<file path="config.mk">
export PLATFORM = sky130hd
export DESIGN_NAME = joypad_ctrl
export DESIGN_NICKNAME = d
export VERILOG_FILES = /design/src/rtl/joypad_pkg.sv /design/src/rtl/joypad_ctrl_ccounter.sv /design/src/rtl/joypad_ctrl.sv
export SDC_FILE = /design/constraint.sdc
export NUM_CORES = 1
export LEC_CHECK = 0
export ABC_AREA = 1
export CAP_MARGIN = 30
export CORE_ASPECT_RATIO = 1.2
export CORE_MARGIN = 2
export CORE_UTILIZATION = 40
export CTS_BUF_LIST = sky130_fd_sc_hd__clkbuf_16
export DETAILED_ROUTE_END_ITERATION = 10
export GPL_ROUTABILITY_DRIVEN = 0
export GPL_TIMING_DRIVEN = 1
export MAX_ROUTING_LAYER = met4
export PLACE_DENSITY = 0.72
export RECOVER_POWER = 25
export SETUP_SLACK_MARGIN = 0.4
export SYNTH_ARGS = -nofsm -noshare
export SYNTH_HDL_FRONTEND = slang
export SYNTH_SLANG_ARGS = --single-unit
</file>
<file path="constraint.sdc">
create_clock -name clk -period 2.6 [get_ports clk]
set_input_delay 0.65 -clock clk [delete_from_list [all_inputs] [get_ports clk]]
set_output_delay 0.65 -clock clk [all_outputs]
set_load 0.01 [all_outputs]
</file>
<file path="src/rtl/joypad_pkg.sv">
// Shared types and constants for the joypad / P1 register path.
// Button bit positions, P1 select bit positions and the IRQ state encoding.
package joypad_pkg;

    typedef enum logic [1:0] {
        IDLE,
        PEND,
        HOLD
    } irq_state_t;

    localparam int BTN_RIGHT  = 0;
    localparam int BTN_LEFT   = 1;
    localparam int BTN_UP     = 2;
    localparam int BTN_DOWN   = 3;
    localparam int BTN_A      = 4;
    localparam int BTN_B      = 5;
    localparam int BTN_SELECT = 6;
    localparam int BTN_START  = 7;

    localparam int P1_SEL_DIR = 4;
    localparam int P1_SEL_ACT = 5;

    // Active-low matrix nibble; a cleared select bit enables that group.
    function automatic logic [3:0] p1_line(input logic [1:0] sel, input logic [7:0] btn);
        logic [3:0] dir_n;
        logic [3:0] act_n;
        dir_n = ~{btn[BTN_DOWN], btn[BTN_UP], btn[BTN_LEFT], btn[BTN_RIGHT]};
        act_n = ~{btn[BTN_START], btn[BTN_SELECT], btn[BTN_B], btn[BTN_A]};
        return (sel[0] ? 4'hF : dir_n) & (sel[1] ? 4'hF : act_n);
    endfunction

endpackage

</file>
<file path="src/rtl/joypad_ctrl_ccounter.sv">
// Clear/increment counter used for the post-ack interrupt holdoff.
// Latency: count updates on the edge after clr/inc; clr has priority; no backpressure.
module joypad_ctrl_ccounter #(
    parameter int WIDTH = 4
) (
    input  logic             clk,
    input  logic             reset,
    input  logic             clr,
    input  logic             inc,
    output logic [WIDTH-1:0] count
);

    always_ff @(posedge clk or posedge reset) begin
        if (reset) begin
            count <= '0;
        end else if (clr) begin
            count <= '0;
        end else if (inc) begin
            count <= count + 1'b1;
        end
    end

endmodule

</file>
<file path="src/rtl/joypad_ctrl.sv">
// P1/JOYP register view of 8 debounced buttons plus joypad IRQ and STOP wake level.
// Latency: button or P1 write -> rd_data 1 cycle (buttons 3 cycles with JOYPAD_SYNC_EN).
// Backpressure: none; inputs sampled every cycle, irq held until irq_ack.
module joypad_ctrl
    import joypad_pkg::*;
#(
    parameter int HOLDOFF = 16
) (
    input  logic       clk,
    input  logic       reset,
    input  logic [7:0] buttons,
    input  logic       wr_en,
    input  logic [7:0] din,
    output logic [7:0] rd_data,
    output logic       irq,
    input  logic       irq_ack,
    output logic       wake
);

    localparam int CW = (HOLDOFF < 1) ? 1 : $clog2(HOLDOFF + 1);
    localparam logic [CW-1:0] HOLD_LAST = (HOLDOFF < 1) ? '0 : CW'(HOLDOFF - 1);

    logic [1:0]    sel_q;
    logic [3:0]    line_q;
    logic [3:0]    line_prev;
    logic [7:0]    btn_use;
    logic          fall;
    irq_state_t    state;
    irq_state_t    state_nx;
    logic          cnt_clr;
    logic          cnt_inc;
    logic [CW-1:0] cnt;
    logic          unused_din;

    assign unused_din = ^{din[7:6], din[3:0]};

`ifdef JOYPAD_SYNC_EN
    logic [7:0] btn_s1;
    logic [7:0] btn_s2;

    always_ff @(posedge clk or posedge reset) begin
        if (reset) begin
            btn_s1 <= 8'h00;
            btn_s2 <= 8'h00;
        end else begin
            btn_s1 <= buttons;
            btn_s2 <= btn_s1;
        end
    end

    assign btn_use = btn_s2;
`else
    assign btn_use = buttons;
`endif

    always_ff @(posedge clk or posedge reset) begin
        if (reset) begin
            sel_q     <= 2'b11;
            line_q    <= 4'hF;
            line_prev <= 4'hF;
        end else begin
            if (wr_en) begin
                sel_q <= din[P1_SEL_ACT:P1_SEL_DIR];
            end
            line_q    <= p1_line(sel_q, btn_use);
            line_prev <= line_q;
        end
    end

    assign rd_data = {2'b11, sel_q, line_q};
    assign wake    = ~&line_q;
    // Selection changes that pull a line low count as presses too.
    assign fall    = |(line_prev & ~line_q);

    always_ff @(posedge clk or posedge reset) begin
        if (reset) begin
            state <= IDLE;
        end else begin
            state <= state_nx;
        end
    end

    always_comb begin
        state_nx = state;
        cnt_clr  = 1'b0;
        cnt_inc  = 1'b0;
        case (state)
            IDLE: begin
                if (fall) begin
                    state_nx = PEND;
                end
            end
            PEND: begin
                // Ack beats a coincident fall; that fall is dropped.
                if (irq_ack) begin
                    cnt_clr  = 1'b1;
                    state_nx = (HOLDOFF == 0) ? IDLE : HOLD;
                end
            end
            HOLD: begin
                cnt_inc = 1'b1;
                if (cnt == HOLD_LAST) begin
                    state_nx = IDLE;
                end
            end
            default: state_nx = IDLE;
        endcase
    end

    assign irq = (state == PEND);

    joypad_ctrl_ccounter #(
        .WIDTH(CW)
    ) u_holdoff_cnt (
        .clk  (clk),
        .reset(reset),
        .clr  (cnt_clr),
        .inc  (cnt_inc),
        .count(cnt)
    );

endmodule

</file>
**Yosys cells after proc, flatten, opt, wreduce, memory -nomap -nowiden**

Index checks and enable logic that the tools add are counted.

- Register bits: 17
- Bits of input ports: 20
- Logic and storage cells: 34

- $add $sub $neg: 1
- Equal/unequal tests: 6
- Multiplexer cells: 11
- Bitwise gates (word level): 5
- Reductions and logical operators: 6

Operators by type and width:

| cell | count |
|---|---|
| $not 4->4 | 3 |
| $mux 5 | 2 |
| $and 4x4->4 | 2 |
| $mux 4 | 2 |
| $mux 2 | 3 |
| $pmux 2 s3 | 1 |
| $add 5x1->5 const B | 1 |
| $eq 5x4->1 const B | 1 |
| $ne 2x2->1 const B | 2 |
| $reduce_and 4->1 | 1 |
| $reduce_or 4->1 | 1 |
| $mux 1 | 3 |
| $reduce_and 3->1 | 1 |
| $eq 2x1->1 const B | 1 |
| $eq 2x2->1 const B | 1 |
| $logic_not 2->1 | 1 |
| $ne 2x1->1 const B | 1 |
| $reduce_bool 2->1 | 1 |
| $logic_not 1->1 | 1 |

**Longest topological paths before layout**

Gate-level depths: netlist of run 1.

- Depth in word-level cells: 5
- Depth in mapped cells: 9
- Depth with buffers taken out: 9

**Hierarchy**

Synthesis of run 1 repeated with hierarchy kept, for this count alone.

- Cell total of the unflattened synthesis: 89
- Area total of the unflattened synthesis: 777.0 um^2

Modules (own cells, without submodules):

| module | times used | cells an instance | area each (um^2) |
|---|---|---|---|
| joypad_ctrl | 1 | 56 | 516.7 |
| joypad_ctrl_ccounter | 1 | 33 | 260.2 |

**Worst setup path after synthesis of run 1**

No wires, ideal clock.

- Path kind: register to output
- Start point: register line_q[3]
- End point: output wake
- Arrival time: 0.708 ns
- Required time: 1.950 ns
- Setup slack: 1.242 ns
- Stages on the path, launching flop included: 2
- Buffers on the path: 0
- Cell sequence: dfstp_2 -> nand4_1

- Word-level cells in the longest chain between the ends: 2

Ends and longest elaborated chain:

| item | RTL line | RTL |
|---|---|---|
| start: declaration | joypad_ctrl.sv:24 | `logic [3:0] line_q;` |
| start signal: assignment | joypad_ctrl.sv:65 | `line_q <= p1_line(sel_q, btn_use);` |
| $reduce_and 4->1 | joypad_ctrl.sv:71 | `assign wake = ~&line_q;` |
| $logic_not 1->1 | joypad_ctrl.sv:71 |  |
| end: declaration | joypad_ctrl.sv:17 | `output logic wake` |

No other way between the ends.

**Worst setup path after layout of run 1**

- Start point: register line_q[2]
- End point: output wake

Same word-level chain as after synthesis.

==> results_dict.tcl, run 1 <==
set metrics [dict create \
    layout_worst_path_cycle_share_pct 79.76 \
    antenna_found_initial 0 \
    area_delta_synth_final_pct 38.41 \
    worstSetupPathType "flip-flop to primary output" \
    layout_setup_ws_ns 0.5262 \
    max_freq_mhz 482.2 \
    core_um2 1851 \
    nFillCells 180 \
    worstSetupEndpointType "primary output" \
    die_width_um 44.53 \
    cts_buffers 3 \
    dp_cells 126 \
    drtIter0Drc 6 \
    postCtsHoldBufs 0 \
    cts_resized 0 \
    ys_seq_area_share_pct 55.56 \
    drc 0 \
    die_y_um 52.63 \
    floorplan.initialDensity_pct 42.60 \
    synthesis.instances 87 \
    io_buffer_count 21 \
    drive_gt1_share_pct 16.22 \
    cts_sinks 17 \
    final_cells 130 \
    grt_max_degree 18 \
    crit_fanout 4 \
    htreeDepth 1 \
    period_needed_ns 2.074 \
    viasPerCell 4.723 \
    worst_clock_skew_ns 0.0008959 \
    power_uw 964.1 \
    ys_ff_latch 17 \
    final_antenna_net_count 0 \
    overflow 0 \
    syn_avg_cell_area_um2 9.060 \
    syn_area_um2 788.3 \
    grt_usage_pct 14.74 \
    tns_ns 0 \
    vdd_drop_max_mv 0.3928 \
    pre_cts_slack_ns 0.8246 \
    nNetsFinal 134 \
    ys_types 19 \
    cts_root_buf "clkbuf_16" \
    slew_viol_final 0 \
    grt_pass1_vias 564 \
    yosys_warnings 0 \
    critPathArrivalTime_ns 1.42 \
    status "complete, no violations" \
    drt-total-wl_um 1366 \
    finalHoldViolations 0 \
    ioPinCount 30 \
    clock_latency_ns 0.25 \
    clk_pin_slew_worst_paths_ns 0.05 \
    rsz0062_at_grt "no" \
    cap_viol_max_count 0 \
    clk_path_buf_depth 2 \
    critical_path_required_ns 1.95 \
    via_count 614 \
    postCtsSetupRepairBufs 0 \
    hold_path_class "flip-flop to flip-flop" \
    slew_headroom_pct 57.83 \
    die_area_um2 2343 \
    routedWlPerCell_um 10.51 \
    worst_pin_slew_ns 0.6318 \
    cts_tree "done" \
    p_per_area_nw_per_um2 883.6 \
    antennaDiodeCount 0 \
    leakage_nw 0.5448 \
    place_hpwl_um 1025 \
    start_kind "flip-flop" \
    rows 17 \
    drt_first_pass_iters 4 \
    final-setup-viol-count 0 \
    grt_pass1_wl_um 2318 \
]
==> through the flow <==
stage / utilization (%) / hold slack (ns) / area, um^2
floorplan: - / 0.3880 / 792.0
global placement: 54.63 / 0.3746 / 1011
detailed placement: 54.63 / 0.3742 / 1011
CTS: 58.96 / 0.3870 / 1091
global route: 58.96 / 0.4184 / 1091
finish: 58.96 / 0.4020 / 1091
==> flip-flops by register name (all words and copies together), names as in the netlist <==
| register | flops |
|---|---|
| line_q | 4 |
| u_holdoff_cnt.count | 5 |
| line_prev | 4 |
| state | 2 |
| sel_q | 2 |
==> worst paths after layout <==
kind	startpoint	slack, ns	end	cells past startpoint
max	line_q[2]	0.53	wake	2
min in group asynchronous	reset	0.78	u_holdoff_cnt.count[0]	2
max reg2reg	u_holdoff_cnt.count[0]	1.15	state[0]	9
min reg2reg	line_q[3]	0.40	line_prev[3]	0
max in group asynchronous	reset	1.41	state[0]	2
min	line_q[3]	0.40	line_prev[3]	0
==> cell families (layout without fill, tap and decap cells) <==
kind of cell               Yosys count  count (layout)  synth area share (%)
and+or+nand+nor                     33              33                 20.00
buffers and inverters               24              47                 12.38
DFF                                 17              17                 55.56
AOI/OAI and AO/OA                   10              10                 8.412
adders and majority gates            2               2                 3.174
other                                1               2                0.4757
==> where the power goes <==
group	internal [mW]	total (mW)	leakage (nW)	switching, mW
sequential	0.338	0.394	0.194	0.0557
combinational	0.122	0.264	0.310	0.142
clock	0.206	0.307	0.0409	0.101
total	0.666	0.964	0.545	0.298
==> cell type report <==
| class | instances | area [um^2] | share of cell area, % |
|---|---|---|---|
| multi-input combinational | 47 | 256.5 | 23.51 |
| tap | 19 | 23.77 | 2.179 |
| sequential | 17 | 437.9 | 40.14 |
| timing repair buffer | 21 | 210.2 | 19.27 |
| clock buffer | 3 | 75.07 | 6.881 |
| clock inverter | 1 | 5.005 | 0.4587 |
| inverter | 22 | 82.58 | 7.569 |
==> worst max-delay path: stages, from the launching register on <==
cell and delay [ns]:
dfstp_1 0.59, nand4_1 0.10, clkdlybuf4s50_1 0.48
==> Yosys cell counts <==
| cell | number | area share (%) |
|---|---|---|
| nor2_4 | 2 | 2.9 |
| nand2_2 | 3 | 2.4 |
| a22o_1 | 4 | 4.4 |
| nor2_1 | 3 | 1.4 |
| inv_1 | 19 | 9.0 |
| ha_1 | 2 | 3.2 |
| and3_1 | 1 | 0.79 |
| o22ai_1 | 1 | 0.79 |
| a21oi_1 | 1 | 0.63 |
| nand3_1 | 5 | 3.2 |
| o21ai_1 | 2 | 1.3 |
| inv_2 | 3 | 1.4 |
| nand2_1 | 18 | 8.6 |
| dfstp_2 | 10 | 33 |
| o21ai_0 | 2 | 1.3 |
| buf_4 | 2 | 1.9 |
| nand4_1 | 1 | 0.79 |
| dfrtp_1 | 7 | 22 |
| conb_1 | 1 | 0.48 |
==> cells in the final DEF (no fill, tap or decap), drive strengths merged <==
cell type,n
inv,22
nand2,21
clkdlybuf4s50,16
dfstp,10
dfrtp,7
nand3,5
dlygate4sd3,5
nor2,5
a22o,4
o21ai,4
clkbuf,3
ha,2
conb,2
and3,1
nand4,1
o22ai,1
a21oi,1
clkinv,1
==> layer usage <==
metal	part of all wire (%)	track usage [%]
met5	0	-
met4	2.5	9.091
met3	6.3	5.517
met2	50	22.22
met1	41	16.23
Power figures use the tool's default switching activity.
==> run 2, diff against run 1 <==
--- a/config.mk
+++ b/config.mk
@@ -9,13 +9,13 @@
 export CAP_MARGIN = 30
 export CORE_ASPECT_RATIO = 1.2
 export CORE_MARGIN = 2
-export CORE_UTILIZATION = 40
+export CORE_UTILIZATION = 38
 export CTS_BUF_LIST = sky130_fd_sc_hd__clkbuf_16
 export DETAILED_ROUTE_END_ITERATION = 10
 export GPL_ROUTABILITY_DRIVEN = 0
 export GPL_TIMING_DRIVEN = 1
 export MAX_ROUTING_LAYER = met4
-export PLACE_DENSITY = 0.72
+export PLACE_DENSITY = 0.71
 export RECOVER_POWER = 25
 export SETUP_SLACK_MARGIN = 0.4
 export SYNTH_ARGS = -nofsm -noshare
==> constraint.sdc (replaced) <==
create_clock -name clk -period 1.69 [get_ports clk]
set_input_delay 0.4225 -clock clk [delete_from_list [all_inputs] [get_ports clk]]
set_output_delay 0.4225 -clock clk [all_outputs]
set_load 0.01 [all_outputs]
==> results_dict.tcl, run 2 (same netlist as run 1, synthesis figures left out) <==
set metrics [dict create \
    drc 0 \
    top_regs "u_holdoff_cnt.count x5, line_prev x4, line_q x4" \
    worst_pin_slew_ns 0.8537 \
    hold-path-endpoint "line_prev[0]" \
    rows 18 \
    final-setup-viol-count 0 \
    clk_pin_slew_worst_paths_ns 0.05 \
    final_cell_mix "18 x inv_1, 18 x nand2_1, 13 x clkdlybuf4s50_1" \
    max_freq_mhz 684.7 \
    clk_path_buf_depth 2 \
    critPathArrivalTime_ns 1.04 \
    antenna_found_initial 0 \
    die_y_um 53.89 \
    drtIter0Drc 5 \
    core_um2 2004 \
    rsz0062_at_grt "yes" \
    hp-start "line_q[0]" \
    p_per_area_nw_per_um2 1356 \
    worst_clock_skew_ns 0.001704 \
    drt_first_pass_iters 3 \
    nNetsFinal 143 \
    place_hpwl_um 1118 \
    cap_viol_max_count 0 \
    antennaDiodeCount 0 \
    final_antenna_net_count 0 \
    die_width_um 45.58 \
    floorplan.initialDensity_pct 39.33 \
    grt_pass1_vias 657 \
    status "complete, no violations" \
    grt_usage_pct 15.68 \
    r2r-end "state[0]" \
    start_kind "flip-flop" \
    worstSetupEndpointType "primary output" \
    critical_path_required_ns 1.27 \
    via_count 624 \
    hold_slack_ns 0.3943 \
    finalHoldViolations 0 \
    worstSetupPathType "flip-flop to primary output" \
    overflow 0 \
    cts_buffers 3 \
    hold_depth 0 \
    largest_reg_flops 5 \
    cts_root_buf "clkbuf_16" \
    io_buffer_count 21 \
    nFillCells 191 \
    tns_ns 0 \
    max_flop_register "u_holdoff_cnt.count" \
    ioPinCount 30 \
    hold_path_class "flip-flop to flip-flop" \
    cts_sinks 17 \
    fin_util_pct 58.24 \
    drive_gt1_share_pct 34.17 \
    drt-total-wl_um 1467 \
    grt_pass1_wl_um 2615 \
    slew_viol_final 0 \
    crit_fanout 4 \
    viasPerCell 4.457 \
    period_needed_ns 1.460 \
    reg2reg_slack_ns 0.38 \
    postCtsHoldBufs 0 \
    die_area_um2 2456 \
    leakage_nw 0.5881 \
    area_delta_synth_final_pct 48.10 \
    slew_headroom_pct 43.09 \
    routedWlPerCell_um 10.48 \
    r2r_cells 9 \
    cts_tree "done" \
    clock_latency_ns 0.25 \
    vdd_drop_max_mv 0.6496 \
    htreeDepth 1 \
    timing.rr.start "u_holdoff_cnt.count[0]" \
    grt_max_degree 18 \
    layout_worst_path_cycle_share_pct 86.41 \
]
[run 2: changes by cell type in the layout (fill, tap and decap cells not counted), sizes merged]
cell,previous run,this run
clkbuf,3,4
buf,0,16
clkdlybuf4s50,16,13
dlygate4sd3,5,0
[run 2: routing by layer]
metal  share of wire [%]  global-route usage, %
met5                   0                      -
met4                 1.8                  5.882
met3                 5.8                  3.691
met2                  54                  27.70
met1                  38                  16.63
[run 2: metrics by stage]
stage                     cells  setup slack [ns]  instance area, um^2  total power [mW]
after floorplan              88            0.4046                797.0            0.8824
after global placement      128            0.1561                 1025             1.004
after detailed placement    128            0.1371                 1025             1.042
after CTS                   140            0.2394                 1171             1.603
after global routing        140            0.1203                 1167             1.699
final                       140            0.2296                 1167             1.584
[run 2: final cells by class]
| class | instances | area, um^2 | share of cell area, % |
|---|---|---|---|
| flip-flops and latches | 17 | 439.2 | 37.62 |
| multi-input cells | 47 | 281.5 | 24.12 |
| clock buffers | 3 | 75.07 | 6.431 |
| well taps | 20 | 25.02 | 2.144 |
| inverters | 22 | 82.58 | 7.074 |
| clock inverters | 1 | 5.005 | 0.4287 |
| repair buffers | 30 | 259.0 | 22.19 |
[run 2: worst max path at each step]
| stage | from | end | slack [ns] | depth (start not counted) |
|---|---|---|---|---|
| floorplan | u_holdoff_cnt.count[0] | state[0] | 0.40 | 9 |
| global placement | state[0] | irq | 0.16 | 3 |
| detailed placement | state[0] | irq | 0.14 | 3 |
| CTS | line_q[0] | wake | 0.24 | 2 |
| global route | reset | state[1] | 0.12 | 3 |
| finish | line_q[0] | wake | 0.23 | 2 |
[run 2: what timing repair did]
item	in CTS	in global routing
setup endpoints to repair	9	9
pin swaps	3	1
resized for setup	39	2
buffers inserted	8	0
gates cloned	0	0
[run 2: report_power, final]
group	switching, mW	internal [mW]	total, mW
sequential	0.0640	0.523	0.587
combinational	0.273	0.258	0.531
clock	0.149	0.316	0.465
total	0.486	1.10	1.58
[run 2: worst max-delay path: stages (launching register included)]
cell and delay, ns:
dfstp_1 0.55, nand4_1 0.09, buf_2 0.15
